[src/rtl/spinner_pkg.sv]
// spinner_pkg: shared types, constants and helpers for the spinner_bank slice.
package spinner_pkg;

  // Per-channel motion mode: free-running spinner or bounded paddle.
  typedef enum logic {
    SPIN_WRAP  = 1'b0,
    SPIN_CLAMP = 1'b1
  } spin_mode_e;

  // Width of one HPS spinner word: [8] sample toggle, [7:0] signed delta.
  localparam int unsigned SPIN_WORD_W = 9;

  // Saturate a sign-extended position sum into [lo, hi].
  function automatic logic signed [31:0] sat_range(input logic signed [31:0] v,
                                                   input logic signed [31:0] lo,
                                                   input logic signed [31:0] hi);
    logic signed [31:0] r;
    r = v;
    if (r < lo) r = lo;
    if (r > hi) r = hi;
    return r;
  endfunction

endpackage

[src/rtl/spinner_lane.sv]
// spinner_lane: one channel's position register fed by digital steps and
// HPS analog deltas. Build macro SPINNER_ACCEL_EN enables the ramping step.
module spinner_lane
  import spinner_pkg::*;
#(
  parameter int unsigned W         = 8,
  parameter int unsigned DIG_STEP  = 4,
  parameter int unsigned ANA_SHIFT = 0,
  parameter logic [W-1:0] PAD_MIN   = '0,
  parameter logic [W-1:0] PAD_MAX   = '1,
  parameter logic [W-1:0] RESET_VAL = '0
) (
  input  logic                   clk,
  input  logic                   reset_n,
  input  logic                   strobe_rise,
  input  logic                   plus,
  input  logic                   minus,
  input  logic [SPIN_WORD_W-1:0] spin_in,
  input  spin_mode_e             mode,
  output logic [W-1:0]           pos,
  output logic                   moved
);

  // Sum width leaves headroom for pos + digital step + shifted analog delta.
  localparam int unsigned NW = W + 5;

  logic                 t_prev_q;
  logic                 armed_q;
  logic                 ana_ev;
  logic                 upd;
  logic signed [NW-1:0] step;
  logic signed [NW-1:0] dig_delta;
  logic signed [NW-1:0] ana_delta;
  logic signed [NW-1:0] next_val;
  logic [W-1:0]         res;

`ifdef SPINNER_ACCEL_EN
  logic [3:0] accel_q;

  // Ramping step: one count more per consecutive single-direction strobe.
  always_comb step = NW'(accel_q) + NW'(1);

  // Accel counter saturates at DIG_STEP-1, clears on release or both held.
  always_ff @(posedge clk or negedge reset_n) begin
    if (!reset_n) begin
      accel_q <= '0;
    end else if (strobe_rise) begin
      if (plus ^ minus) begin
        if (accel_q != 4'(DIG_STEP - 1)) accel_q <= accel_q + 4'd1;
      end else begin
        accel_q <= '0;
      end
    end
  end
`else
  // Fixed digital step.
  always_comb step = NW'(DIG_STEP);
`endif

  // Combine both motion sources and apply wrap or clamp.
  always_comb begin
    dig_delta = '0;
    if (strobe_rise) begin
      if (plus && !minus)      dig_delta = step;
      else if (minus && !plus) dig_delta = -step;
    end
    ana_ev    = armed_q && (spin_in[8] != t_prev_q);
    ana_delta = '0;
    if (ana_ev) ana_delta = NW'($signed(spin_in[7:0])) <<< ANA_SHIFT;
    next_val = $signed({5'b0, pos}) + dig_delta + ana_delta;
    if (mode == SPIN_CLAMP)
      res = W'(sat_range(32'(next_val), 32'(PAD_MIN), 32'(PAD_MAX)));
    else
      res = next_val[W-1:0];
    upd = strobe_rise || ana_ev;
  end

  // Position, toggle history, arming and one-cycle moved pulse.
  always_ff @(posedge clk or negedge reset_n) begin
    if (!reset_n) begin
      pos      <= RESET_VAL;
      t_prev_q <= 1'b0;
      armed_q  <= 1'b0;
      moved    <= 1'b0;
    end else begin
      t_prev_q <= spin_in[8];
      armed_q  <= 1'b1;
      moved    <= 1'b0;
      if (upd) begin
        pos   <= res;
        moved <= (res != pos);
      end
    end
  end

endmodule

[src/rtl/spinner_bank.sv]
// spinner_bank: CH-channel spinner/paddle position generator. Shares the
// strobe edge detector and replicates spinner_lane per channel.
// Build macro SPINNER_ACCEL_EN enables the ramping digital step.
module spinner_bank
  import spinner_pkg::*;
#(
  parameter int unsigned CH        = 2,
  parameter int unsigned W         = 8,
  parameter int unsigned DIG_STEP  = 4,
  parameter int unsigned ANA_SHIFT = 0,
  parameter logic [W-1:0] PAD_MIN   = '0,
  parameter logic [W-1:0] PAD_MAX   = '1,
  parameter logic [W-1:0] RESET_VAL = '0
) (
  input  logic                      clk,
  input  logic                      reset_n,
  input  logic                      strobe,
  input  logic [CH-1:0]             plus,
  input  logic [CH-1:0]             minus,
  input  logic [SPIN_WORD_W*CH-1:0] spin_in,
  input  logic [CH-1:0]             mode,
  output logic [W*CH-1:0]           spin_out,
  output logic [CH-1:0]             moved
);

  logic strobe_d;
  logic strobe_rise;

  // Delayed strobe for rising-edge detection.
  always_ff @(posedge clk or negedge reset_n) begin
    if (!reset_n) strobe_d <= 1'b0;
    else          strobe_d <= strobe;
  end

  // Frame strobe rising edge, shared by all lanes.
  always_comb strobe_rise = strobe & ~strobe_d;

  for (genvar k = 0; k < CH; k++) begin : g_lane
    spinner_lane #(
      .W        (W),
      .DIG_STEP (DIG_STEP),
      .ANA_SHIFT(ANA_SHIFT),
      .PAD_MIN  (PAD_MIN),
      .PAD_MAX  (PAD_MAX),
      .RESET_VAL(RESET_VAL)
    ) u_lane (
      .clk        (clk),
      .reset_n    (reset_n),
      .strobe_rise(strobe_rise),
      .plus       (plus[k]),
      .minus      (minus[k]),
      .spin_in    (spin_in[k*SPIN_WORD_W +: SPIN_WORD_W]),
      .mode       (spin_mode_e'(mode[k])),
      .pos        (spin_out[k*W +: W]),
      .moved      (moved[k])
    );
  end

endmodule

[config.mk]
export PLATFORM = sky130hd
export DESIGN_NAME = spinner_bank
export DESIGN_NICKNAME = d
export VERILOG_FILES = /design/src/rtl/spinner_pkg.sv /design/src/rtl/spinner_lane.sv /design/src/rtl/spinner_bank.sv
export SDC_FILE = /design/constraint.sdc
export NUM_CORES = 1
export LEC_CHECK = 0
export BUFFER_PORTS_ARGS = -buffer_cell sky130_fd_sc_hd__buf_2
export CAP_MARGIN = 20
export CORE_UTILIZATION = 55
export DETAILED_ROUTE_END_ITERATION = 6
export PLACE_DENSITY_LB_ADDON = 0.12
export SYNTH_ARGS = -nofsm -noshare
export SYNTH_HDL_FRONTEND = slang
export SYNTH_HIERARCHICAL = 1
export SYNTH_SLANG_ARGS = --single-unit
[constraint.sdc]
create_clock -name clk -period 12.5 [get_ports clk]
set_clock_uncertainty 0.2 [all_clocks]
set_input_delay 1.875 -clock clk [delete_from_list [all_inputs] [get_ports clk]]
set_output_delay 1.875 -clock clk [all_outputs]
set_load 0.1 [all_outputs]
==> results of run 1 <==
-- report_power, final --
group | switching, mW | total, mW | internal [mW]
logic | 0.459 | 0.676 | 0.218
registers | 0.0515 | 0.152 | 0.101
clock network | 0.0265 | 0.0491 | 0.0226
-- metal layers --
| layer | vias up | track usage (%) | part of all wire, % |
|---|---|---|---|
| met5 | - | 0 | 0 |
| met4 | 0 | 13.6 | 3.1 |
| met3 | 23 | 3.70 | 4.6 |
| met2 | 107 | 50.6 | 51 |
| met1 | 1382 | 34.0 | 42 |
| li1 | 1439 | - | - |
-- tightest hold or removal path: cells and delay by family (launching register included) --
family,cells,cell delay [ns]
flip-flops,1,0.45
AND/OR/NAND/NOR,1,0.12
AO/OA/AOI/OAI,1,0.04
-- sequential cells by signal, summed over array words and instances (netlist names) --
name                    count
g_lane.u_lane/armed_q       2
g_lane.u_lane/moved         2
g_lane.u_lane/pos          16
g_lane.u_lane/t_prev_q      2
strobe_d                    1
-- through the flow --
step / instances / worst slack (ns) / instance area, um^2
2_1_floorplan: 360 / 7.05 / 2970
3_3_place_gp: 464 / 6.61 / 3220
3_5_place_dp: 464 / 6.53 / 3220
4_1_cts: 468 / 6.81 / 3270
5_1_grt: 468 / 6.42 / 3270
6_report: 468 / 6.77 / 3270
-- Yosys cell counts (all sizes together) (3+ instances only) --
cell type,instances
a21o,12
or2,10
inv,24
a31oi,8
o31a,4
o21ai,24
o31ai,4
dfrtp,23
nand2,22
a211o,4
clkbuf,4
and4,4
o21a,8
a21oi,18
ha,32
nor4,4
o311ai,10
o22a,6
nor2,28
nor3,10
nand2b,8
nor2b,3
o22ai,4
fa,4
and2,4
a211oi,4
xnor2,16
xor2,4
and3,18
buf,6
-- placed cells by master (no fill, tap or decap), drive strengths merged, types with 6 or more instances in the layout --
cell / netlist / routed
nand2b: 8 / 8
nor2: 28 / 28
or2: 10 / 10
o311ai: 10 / 10
xnor2: 16 / 16
a21oi: 18 / 18
inv: 24 / 24
ha: 32 / 32
buf: 6 / 44
nor3: 10 / 10
o22a: 6 / 6
and3: 18 / 18
nand2: 22 / 22
a21o: 12 / 12
o21a: 8 / 8
dfrtp: 23 / 23
o21ai: 24 / 24
a31oi: 8 / 8
-- kinds of logic (layout without fill, tap and decap cells) --
| family | Yosys count | in the layout | synth area share (%) |
|---|---|---|---|
| other cells | 2 | 2 | 0.253 |
| compound gates | 122 | 122 | 29.8 |
| xor+xnor | 20 | 20 | 6.40 |
| flops | 23 | 23 | 19.4 |
| simple gates | 119 | 119 | 21.8 |
| mux | 2 | 2 | 0.674 |
| buf+inv | 34 | 72 | 4.88 |
| fa+ha+maj | 38 | 38 | 16.8 |
-- cell type report --
class,instances,area (um^2)
sequential,23,576
clock buffer,3,41.3
clock inverter,1,7.51
multi-input combinational,303,2250
fill,476,1870
inverter,24,90.1
tap,70,87.6
timing repair buffer,44,220
-- worst max-delay path by stage --
stage          slack [ns]  depth (start not counted)                          endpoint
3_5_place_dp         6.53                         15  g_lane[0].u_lane/moved$_DFF_PN0_
6_report             6.77                         15  g_lane[0].u_lane/moved$_DFF_PN0_
5_1_grt              6.42                         15  g_lane[0].u_lane/moved$_DFF_PN0_
2_1_floorplan        7.05                         13  g_lane[0].u_lane/moved$_DFF_PN0_
4_1_cts              6.81                         15  g_lane[0].u_lane/moved$_DFF_PN0_
3_3_place_gp         6.61                         15  g_lane[0].u_lane/moved$_DFF_PN0_
==> impl_metrics.sql, run 1 <==
INSERT INTO impl_metrics (metric_group, metric, value, unit) VALUES
('placement', 'dp_hpwl', '6070', 'um'),
('sta', 'setup_viol_count_final', '0', ''),
('clocking', 'ctsHtreeMaxLevel', '1', ''),
('critical_path', 'reg2reg_to', 'g_lane[0].u_lane/moved$_DFF_PN0_', ''),
('critical_path', 'critical-path-slowest-cell', 'fa_1', ''),
('sta', 'timing.slew.headroom', '64.0', '%'),
('critical_path', 'r2r_slack', '8.05', 'ns'),
('final_layout', 'n_antenna_cell', '0', ''),
('critical_path', 'crit_start', 'spin_in[8]', ''),
('critical_path', 'critical_path.startpoint_type', 'input pin', ''),
('clocking', 'cts_made_buffers', '3', ''),
('clocking', 'cts_tree', 'yes', ''),
('clocking', 'post_cts.repair.setup_buffers', '0', ''),
('global_route', 'grt_max_degree', '24', ''),
('sta', 'worstMarginPinSlew', '0.541', 'ns'),
('sta', 'totalNegativeSetupSlack', '0', 'ns'),
('logic_synthesis', 'mappedNetlistNets', '423', ''),
('clocking', 'cts_resized', '0', ''),
('sta', 'grt_setup_unrepaired', 'no', ''),
('critical_path', 'worstSetupEndpointType', 'flop', ''),
('floorplan', 'initial_core_util', '57.8', '%'),
('clocking', 'cts_max_path_buffers', '2', ''),
('sta', 'fmaxAchievable', '175', 'MHz'),
('placement', 'gpl.final_weighted_congestion', '0.909', ''),
('critical_path', 'timing.rr.start', 'g_lane[0].u_lane/t_prev_q$_DFF_PN0_', ''),
('global_route', 'via_count_of_the_first_global_routing_pass', '2737', ''),
('logic_synthesis', 'netlist.top_cell.by_area', 'dfrtp_1', ''),
('logic_synthesis', 'postSynthRegisterBits', '23', ''),
('critical_path', 'worst_path_cell_trace', 'buf_2 -> xor2_2 -> and2_1 -> nand2_1 -> fa_1 -> inv_1 -> ha_1 -> a211oi_1 -> o21ai_2 -> a2111oi_2 -> or2_1 -> a21oi_1 -> o22a_1 -> o311ai_1 -> a41oi_1', ''),
('clocking', 'clock_tree.root_cell', 'clkbuf_8', ''),
('logic_synthesis', 'synth_cell_types', '54', ''),
('sta', 'report.final.hold_viol_count', '0', ''),
('logic_synthesis', 'synth-warning-count', '6', ''),
('flow_run', 'timing.max_cap.violations', '0', ''),
('detailed_routing', 'vias', '2951', ''),
('min_path', 'min-delay-start', 'g_lane[0].u_lane/pos[0]$_DFFE_PN0P_', ''),
('min_path', 'hold-path-endpoint', 'g_lane[0].u_lane/pos[0]$_DFFE_PN0P_', ''),
('detailed_routing', 'wire_per_inst', '16.5', 'um'),
('sta', 'period_share', '45.8', '%'),
('critical_path', 'worst_ep_arrival_time', '5.64', 'ns'),
('logic_synthesis', 'synth.avg_cell_area', '8.25', 'um^2'),
('logic_synthesis', 'synth_flop_cell', 'dfrtp_1', ''),
('logic_synthesis', 'synth.yosys.seq_area_share', '19.4', '%'),
('critical_path', 'critical-path-top-delay-family', 'compound AO/OA/AOI/OAI gates', ''),
('logic_synthesis', 'netlist_instances', '360', ''),
('floorplan', 'floorplan.io_pins', '45', ''),
('logic_synthesis', 'synth_largest_type_area_fraction', '19.4', '%'),
('power_and_ir_drop', 'power', '0.877', 'mW'),
('global_route', 'antenna_found_initial', '0', ''),
('floorplan', 'floorplan.core_area', '0.00514', 'mm^2'),
('sta', 'finalMaxSlewViolations', '0', ''),
('critical_path', 'timing.critical_path.fanout_max', '13', ''),
('global_route', 'grt_pass1_wl', '12400', 'um'),
('critical_path', 'rr_worst_depth', '14', ''),
('detailed_routing', 'drt.antenna.violating_nets', '0', ''),
('sta', 'final_period_minus_worst_setup_slack', '5.73', 'ns'),
('clocking', 'cts.clk_slew.worst_paths', '0.09', 'ns'),
('clocking', 'insertion_delay', '0.27', 'ns'),
('critical_path', 'cp_num_buf_inv', '2', ''),
('logic_synthesis', 'synth_edf_count', '0', ''),
('power_and_ir_drop', 'leakage_power_summed_over_all_cells', '1.56', 'nW'),
('floorplan', 'die_area', '0.00570', 'mm^2'),
('critical_path', 'required', '12.41', 'ns'),
('logic_synthesis', 'post_synth_instance_area', '0.00297', 'mm^2'),
('placement', 'io_buffers', '44', ''),
('outcome', 'outcome', 'complete, no violations', ''),
('final_layout', 'post_route_cells_drive_above_1_share', '16.3', '%'),
('detailed_routing', 'avgViaCountPerCell', '6.31', ''),
('floorplan', 'floorplan.die.width', '75.5', 'um'),
('final_layout', 'layout-area-overhead-vs-synth', '10.1', '%'),
('floorplan', 'floorplan.rows', '26', '');
(Power assumes the default switching activity.)
==> run 2: changes to the inputs <==
ABC_AREA = 1   (was unset)
CORE_UTILIZATION = 53   (was 55)
clock period = 5 ns   (was 12.5 ns; I/O delays follow)
==> run 2 against run 1 <==
Against the previous run: first-iteration DRC count is 29% lower; synthesized cell count up 23%; final cell count grew 19%; sequential share of layout area rose by 0.63 points; critical path type unchanged; critical endpoint is now g_lane[1].u_lane/moved$_DFF_PN0_; largest cell class unchanged; largest power group unchanged.
==> impl_metrics.sql, run 2 <==
INSERT INTO impl_metrics (metric_group, metric, value, unit) VALUES
('clocking', 'ctsHtreeMaxLevel', '1', ''),
('placement', 'place_ws', '0.795', 'ns'),
('clocking', 'post_cts.repair.setup_buffers', '0', ''),
('power_and_ir_drop', 'clock_power_share', '5.8', '%'),
('floorplan', 'initial_core_util', '55.2', '%'),
('final_layout', 'largest_register_ffs', '16', ''),
('critical_path', 'critical-path-slowest-cell', 'ha_1', ''),
('logic_synthesis', 'synth_cell_types', '23', ''),
('floorplan', 'floorplan.die.width', '74.9', 'um'),
('logic_synthesis', 'synth_edf_count', '0', ''),
('final_layout', 'largest_reg_by_ff_count', 'g_lane.u_lane/pos', ''),
('critical_path', 'required', '4.95', 'ns'),
('logic_synthesis', 'synth.area.top_cells', 'dfrtp_1 (20%), nand2_1 (18%), ha_1 (14%)', ''),
('clocking', 'cts_made_buffers', '3', ''),
('logic_synthesis', 'netlist.top_cell.by_area', 'dfrtp_1', ''),
('power_and_ir_drop', 'powerDensity', '606', 'mW/mm^2'),
('flow_run', 'timing.max_cap.violations', '0', ''),
('clocking', 'insertion_delay', '0.26', 'ns'),
('floorplan', 'dieHeight', '74.9', 'um'),
('critical_path', 'worst_path_most_repeated_cell', 'nand2_1', ''),
('final_layout', 'fin_nets', '553', ''),
('floorplan', 'floorplan.io_pins', '45', ''),
('global_route', 'grt_max_degree', '24', ''),
('detailed_routing', 'number_of_iterations_in_the_first_detailed_routing_pass', '4', ''),
('logic_synthesis', 'synth.yosys.seq_area_share', '20.4', '%'),
('critical_path', 'setup.worst_path.class', 'in2reg', ''),
('sta', 'setup_viol_count_final', '0', ''),
('sta', 'final.setup.worst_slack', '1.05', 'ns'),
('logic_synthesis', 'synth.avg_cell_area', '6.36', 'um^2'),
('logic_synthesis', 'netlist_instances', '443', ''),
('clocking', 'cts.clk_slew.worst_paths', '0.08', 'ns'),
('logic_synthesis', 'mappedNetlistNets', '506', ''),
('clocking', 'cts_hold_repair.buffers', '0', ''),
('detailed_routing', 'vias', '2687', ''),
('logic_synthesis', 'post-synth-top-count-cell', 'nand2_1', ''),
('sta', 'finalMaxSlewViolations', '0', ''),
('placement', 'dp_hpwl', '4910', 'um'),
('final_layout', 'layout.cells.most_common_list', 'nand2_1 (138), inv_1 (85), buf_2 (44)', ''),
('final_layout', 'layout-area-overhead-vs-synth', '12.1', '%'),
('sta', 'fmaxAchievable', '253', 'MHz'),
('detailed_routing', 'detail_route.iter0.violations', '118', ''),
('clocking', 'cts_max_path_buffers', '2', ''),
('logic_synthesis', 'postSynthRegisterBits', '23', ''),
('detailed_routing', 'avgViaCountPerCell', '4.81', ''),
('sta', 'totalNegativeSetupSlack', '0', 'ns'),
('detailed_routing', 'drt.antenna.violating_nets', '0', ''),
('clocking', 'clock_tree.root_cell', 'clkbuf_8', ''),
('detailed_routing', 'post-route-drc-count', '0', ''),
('power_and_ir_drop', 'p_seq_share', '17.0', '%'),
('logic_synthesis', 'asyncSetResetFlopFracSynth', '100', '%'),
('critical_path', 'critical_path.startpoint_type', 'input pin', ''),
('power_and_ir_drop', 'p_switching', '1.19', 'mW'),
('critical_path', 'timing.critical_path.fanout_max', '12', ''),
('detailed_routing', 'wire_per_inst', '10.3', 'um'),
('logic_synthesis', 'post_synth_instance_area', '0.00282', 'mm^2'),
('global_route', 'aggregate_global_routing_overflow', '0', ''),
('floorplan', 'floorplan.core_area', '0.00511', 'mm^2'),
('sta', 'period_share', '79.0', '%'),
('critical_path', 'rr_worst_depth', '21', ''),
('power_and_ir_drop', 'comb_power_share', '77.3', '%'),
('critical_path', 'worst_ep_arrival_time', '3.90', 'ns'),
('sta', 'report.final.hold_viol_count', '0', ''),
('outcome', 'outcome', 'complete, no violations', ''),
('detailed_routing', 'routed_wirelength', '5750', 'um'),
('global_route', 'globalRouteTotalUtil', '22.8', '%'),
('global_route', 'via_count_of_the_first_global_routing_pass', '2335', ''),
('critical_path', 'r2r_slack', '1.29', 'ns'),
('critical_path', 'max_stage_delay', '0.37', 'ns'),
('logic_synthesis', 'synth_common_cells', 'nand2_1 (138), inv_1 (85), nand3_1 (38)', ''),
('logic_synthesis', 'synth_largest_type_area_fraction', '20.4', '%'),
('critical_path', 'worstSetupEndpointType', 'flop', ''),
('floorplan', 'floorplan.rows', '26', ''),
('final_layout', 'layout.cells.most_common', 'nand2_1', ''),
('sta', 'final_period_minus_worst_setup_slack', '3.95', 'ns'),
('logic_synthesis', 'synth-warning-count', '6', ''),
('critical_path', 'worst_path_cell_trace', 'buf_2 -> inv_1 -> ha_1 -> nand2_1 -> xor2_1 -> inv_1 -> ha_1 -> o21bai_1 -> ha_1 -> nand2_1 -> inv_1 -> a21oi_2 -> nand2_2 -> nand3_2 -> nand3_1 -> nand3_1 -> nand2_1 -> nand2_1 -> nand2_1 -> nor2_1 -> nand2_1 -> nor2_1 -> nor2_1', ''),
('global_route', 'grt_pass1_wl', '9970', 'um'),
('clocking', 'cts_resized', '0', ''),
('global_route', 'antenna_found_initial', '0', ''),
('clocking', 'cts_sinks', '23', ''),
('sta', 'finalHoldWorstSlack', '0.245', 'ns'),
('placement', 'gpl.final_weighted_congestion', '0.879', ''),
('power_and_ir_drop', 'switching_power_share_of_the_total', '62.3', '%'),
('final_layout', 'n_antenna_cell', '0', ''),
('final_layout', 'final_util', '61.9', '%'),
('power_and_ir_drop', 'power.internal', '0.723', 'mW'),
('sta', 'grt_setup_unrepaired', 'no', ''),
('placement', 'io_buffers', '44', ''),
('power_and_ir_drop', 'vdd_drop_max', '0.431', 'mV'),
('floorplan', 'die_area', '0.00561', 'mm^2'),
('clocking', 'cts_tree', 'yes', ''),
('min_path', 'hp-class', 'in2async', ''),
('logic_synthesis', 'synth_flop_cell', 'dfrtp_1', ''),
('power_and_ir_drop', 'leakage_power_summed_over_all_cells', '1.98', 'nW'),
('final_layout', 'post_route_cells_drive_above_1_share', '16.6', '%');
run 2: cell types whose count changed after synthesis, sizes merged, moves of 9 or more:
cell and delta:
inv +61, o21bai +12, nor2 +9, a21oi -12, nand2 +126, nor3 -10
and3 -18, a21o -12, nand3 +44, o311ai -10, xnor2 -16
run 2: path summary, 6_finish.rpt:
path | from | endpoint
max | plus[1] | g_lane[1].u_lane/moved$_DFF_PN0_
min | reset_n | g_lane[1].u_lane/pos[5]$_DFFE_PN0P_
max reg2reg | strobe_d$_DFF_PN0_ | g_lane[1].u_lane/moved$_DFF_PN0_
max in group asynchronous | reset_n | g_lane[0].u_lane/pos[5]$_DFFE_PN0P_
min in group clk | strobe | strobe_d$_DFF_PN0_
min reg2reg | g_lane[1].u_lane/pos[0]$_DFFE_PN0P_ | g_lane[1].u_lane/pos[0]$_DFFE_PN0P_
run 2: cells by family after synthesis:
group | Yosys count | synth area share [%]
simple gates | 247 | 38.9
buf+inv | 91 | 12.9
fa+ha+maj | 36 | 17.1
compound gates | 34 | 7.37
flops | 23 | 20.4
xor+xnor | 10 | 3.11
other cells | 2 | 0.267
run 2: power by group through the flow:
| stage | logic (mW) | clock network (mW) | registers [mW] |
|---|---|---|---|
| CTS | 1.48 | 0.117 | 0.327 |
| global route | 1.64 | 0.126 | 0.338 |
| floorplan | 0.770 | 0 | 0.789 |
| detailed placement | 1.47 | 0 | 0.332 |
| finish | 1.48 | 0.110 | 0.325 |
| global placement | 1.45 | 0 | 0.330 |
run 2: cell type report:
cell class	instances	area, um^2
clock inverters	1	7.51
well taps	70	87.6
flip-flops and latches	23	576
inverters	85	319
multi-input cells	329	1880
repair buffers	48	250
clock buffers	3	41.3
fillers	491	1950
run 2: critical path, delay by kind of cell:
kind / cells / cell delay (ns)
xor gates and xnor gates: 1 / 0.18
AOI/OAI and AO/OA: 2 / 0.31
adders and majority gates: 3 / 0.76
buffers and inverters: 4 / 0.22
and+or+nand+nor: 13 / 1.69
run 2: metal layers:
layer	global-route usage, %	part of all wire [%]
met1	32.6	51
met2	37.4	44
met3	3.61	4.7
met4	2.73	0.21
met5	0	0
run 2: stage by stage:
step	instances	instance area (um^2)	total power, mW
after CTS	559	3160	1.93
after global placement	555	3110	1.78
after floorplan	443	2820	1.56
final	559	3160	1.92
after global routing	559	3160	2.11
after detailed placement	555	3110	1.81
==> run 3: changes to the inputs <==
CORE_UTILIZATION = 55   (was 53)
clock period = 3.99 ns   (was 5 ns; I/O delays follow)
==> run 3 against run 2 <==
Against the previous run: routed wire length up 6.6%; count of clock-buffer cells in the layout up 1; sequential power up 26%.
==> impl_metrics.sql, run 3 (synthesis gave the netlist of run 2 again) <==
INSERT INTO impl_metrics (metric_group, metric, value, unit) VALUES
('floorplan', 'dieHeight', '73.6', 'um'),
('clocking', 'cts_tree', 'yes', ''),
('detailed_routing', 'routed_wirelength', '6130', 'um'),
('critical_path', 'critical_path.startpoint_type', 'input pin', ''),
('floorplan', 'initial_core_util', '58.5', '%'),
('clocking', 'cts.clk_slew.worst_paths', '0.08', 'ns'),
('critical_path', 'worst_ep_arrival_time', '3.66', 'ns'),
('placement', 'placedCellCount', '554', ''),
('power_and_ir_drop', 'vdd_drop_max', '0.717', 'mV'),
('clocking', 'clock_tree.root_cell', 'clkbuf_8', ''),
('placement', 'dp_hpwl', '5180', 'um'),
('final_layout', 'stdcell_count', '558', ''),
('detailed_routing', 'wire_per_inst', '11.0', 'um'),
('final_layout', 'layout.cells.most_common', 'nand2_1', ''),
('final_layout', 'largest_register_ffs', '16', ''),
('critical_path', 'worst_path_most_repeated_cell', 'nand2_1', ''),
('sta', 'report.final.hold_viol_count', '0', ''),
('power_and_ir_drop', 'comb_power_share', '77.0', '%'),
('power_and_ir_drop', 'clock_power_share', '6.2', '%'),
('sta', 'timing.slew.headroom', '65.1', '%'),
('floorplan', 'floorplan.die.width', '73.6', 'um'),
('sta', 'worstMarginPinSlew', '0.523', 'ns'),
('clocking', 'cts_hold_repair.buffers', '0', ''),
('final_layout', 'fin_nets', '555', ''),
('detailed_routing', 'detail_route.iter0.violations', '122', ''),
('clocking', 'ctsHtreeMaxLevel', '1', ''),
('clocking', 'cts_max_path_buffers', '2', ''),
('sta', 'totalNegativeSetupSlack', '0', 'ns'),
('placement', 'io_buffers', '44', ''),
('sta', 'fmaxAchievable', '271', 'MHz'),
('clocking', 'post_cts.repair.setup_buffers', '0', ''),
('critical_path', 'setup.worst_path.class', 'in2reg', ''),
('critical_path', 'timing.critical_path.fanout_max', '8', ''),
('detailed_routing', 'vias', '2720', ''),
('global_route', 'globalRouteTotalUtil', '25.2', '%'),
('critical_path', 'timing.rr.start', 'strobe_d$_DFF_PN0_', ''),
('floorplan', 'floorplan.rows', '25', ''),
('outcome', 'outcome', 'complete, no violations', ''),
('sta', 'final.setup.worst_slack', '0.297', 'ns'),
('sta', 'period_share', '92.6', '%'),
('floorplan', 'die_area', '0.00541', 'mm^2'),
('critical_path', 'worstSetupEndpointType', 'flop', ''),
('sta', 'grt_setup_unrepaired', 'no', ''),
('clocking', 'cts_made_buffers', '3', ''),
('critical_path', 'required', '3.96', 'ns'),
('placement', 'gpl.final_weighted_congestion', '0.914', ''),
('final_layout', 'largest_reg_by_ff_count', 'g_lane.u_lane/pos', ''),
('power_and_ir_drop', 'p_switching', '1.51', 'mW'),
('detailed_routing', 'post-route-drc-count', '0', ''),
('global_route', 'grt_pass1_wl', '10600', 'um'),
('clocking', 'insertion_delay', '0.27', 'ns'),
('detailed_routing', 'number_of_iterations_in_the_first_detailed_routing_pass', '4', ''),
('floorplan', 'floorplan.io_pins', '45', ''),
('final_layout', 'post_route_cells_drive_above_1_share', '16.7', '%'),
('global_route', 'antenna_found_initial', '0', ''),
('detailed_routing', 'drt.antenna.violating_nets', '0', ''),
('critical_path', 'critical-path-slowest-cell', 'ha_1', ''),
('clocking', 'cts_sinks', '23', ''),
('sta', 'finalMaxSlewViolations', '0', ''),
('power_and_ir_drop', 'power.internal', '0.908', 'mW'),
('final_layout', 'layout.cells.most_common_list', 'nand2_1 (138), inv_1 (85), buf_2 (44)', ''),
('power_and_ir_drop', 'powerDensity', '759', 'mW/mm^2'),
('clocking', 'cts_resized', '0', ''),
('final_layout', 'multiInputGateArea', '0.00188', 'mm^2'),
('sta', 'final_period_minus_worst_setup_slack', '3.69', 'ns'),
('min_path', 'hp-class', 'in2async', ''),
('placement', 'postPlaceCellArea', '0.00313', 'mm^2'),
('power_and_ir_drop', 'leakage_power_summed_over_all_cells', '2.00', 'nW'),
('final_layout', 'final_area', '0.00318', 'mm^2'),
('critical_path', 'crit_start', 'plus[1]', ''),
('placement', 'place_ws', '0.00662', 'ns'),
('power_and_ir_drop', 'switching_power_share_of_the_total', '62.4', '%'),
('final_layout', 'layout.filler_cells', '472', ''),
('final_layout', 'layout-area-overhead-vs-synth', '12.8', '%'),
('final_layout', 'final-seq-area', '576', 'um^2'),
('flow_run', 'timing.max_cap.violations', '0', ''),
('critical_path', 'worst_path_cell_trace', 'buf_2 -> inv_1 -> ha_1 -> nand2_1 -> xor2_1 -> inv_1 -> ha_1 -> ha_1 -> nand3_1 -> nand3_1 -> nand2_1 -> nand2_2 -> nand3_2 -> nand3_1 -> nand3_1 -> nand2_1 -> nand2_1 -> nand2_1 -> nor2_1 -> nand2_1 -> nor2_1 -> nor2_1', ''),
('detailed_routing', 'avgViaCountPerCell', '4.87', ''),
('final_layout', 'n_antenna_cell', '0', ''),
('global_route', 'via_count_of_the_first_global_routing_pass', '2462', ''),
('power_and_ir_drop', 'p_seq_share', '16.9', '%'),
('sta', 'setup_viol_count_final', '0', ''),
('global_route', 'aggregate_global_routing_overflow', '0', ''),
('floorplan', 'floorplan.core_area', '0.00482', 'mm^2'),
('global_route', 'grt_max_degree', '24', ''),
('critical_path', 'max_stage_delay', '0.33', 'ns'),
('sta', 'finalHoldWorstSlack', '0.0939', 'ns');
[run 3: routing by layer]
| layer | share of wire (%) | global-route usage, % |
|---|---|---|
| met5 | 0 | 0 |
| met4 | 0.13 | 2.56 |
| met3 | 5.4 | 3.84 |
| met2 | 46 | 42.0 |
| met1 | 49 | 35.8 |
[run 3: per-stage QoR]
step | total power [mW] | utilization [%]
finish | 2.41 | 66.0
CTS | 2.42 | 66.0
floorplan | 1.95 | -
global placement | 2.23 | 65.1
detailed placement | 2.27 | 65.1
global route | 2.63 | 66.0
[run 3: worst max-delay path, delay by kind of cell]
| family | cells | cell delay [ns] |
|---|---|---|
| xor gates and xnor gates | 1 | 0.20 |
| and+or+nand+nor | 15 | 1.83 |
| adders and majority gates | 3 | 0.83 |
| buffers and inverters | 3 | 0.16 |
[run 3: power groups by stage]
stage | sequential (mW) | clock [mW] | combinational (mW)
after floorplan | 0.989 | 0 | 0.965
after global placement | 0.411 | 0 | 1.82
after detailed placement | 0.412 | 0 | 1.85
after CTS | 0.407 | 0.155 | 1.86
after global routing | 0.421 | 0.164 | 2.05
final | 0.408 | 0.149 | 1.86
[run 3: layout make-up]
type                    count  area share [%]
repair buffers             50            8.74
clock buffers               4            1.42
multi-input cells         329            59.1
inverters                  85            10.0
flip-flops and latches     23            18.1
well taps                  67            2.64
[run 3: path summary, 6_finish.rpt]
check	to	slack (ns)	cells past startpoint
max in group asynchronous	g_lane[1].u_lane/pos[6]$_DFFE_PN0P_	3.14	1
hold / removal	g_lane[0].u_lane/pos[1]$_DFFE_PN0P_	0.09	1
setup / recovery	g_lane[1].u_lane/moved$_DFF_PN0_	0.30	22
setup reg to reg	g_lane[1].u_lane/moved$_DFF_PN0_	0.36	20
min in group clk	strobe_d$_DFF_PN0_	0.25	1
hold reg to reg	g_lane[0].u_lane/pos[0]$_DFFE_PN0P_	0.43	2
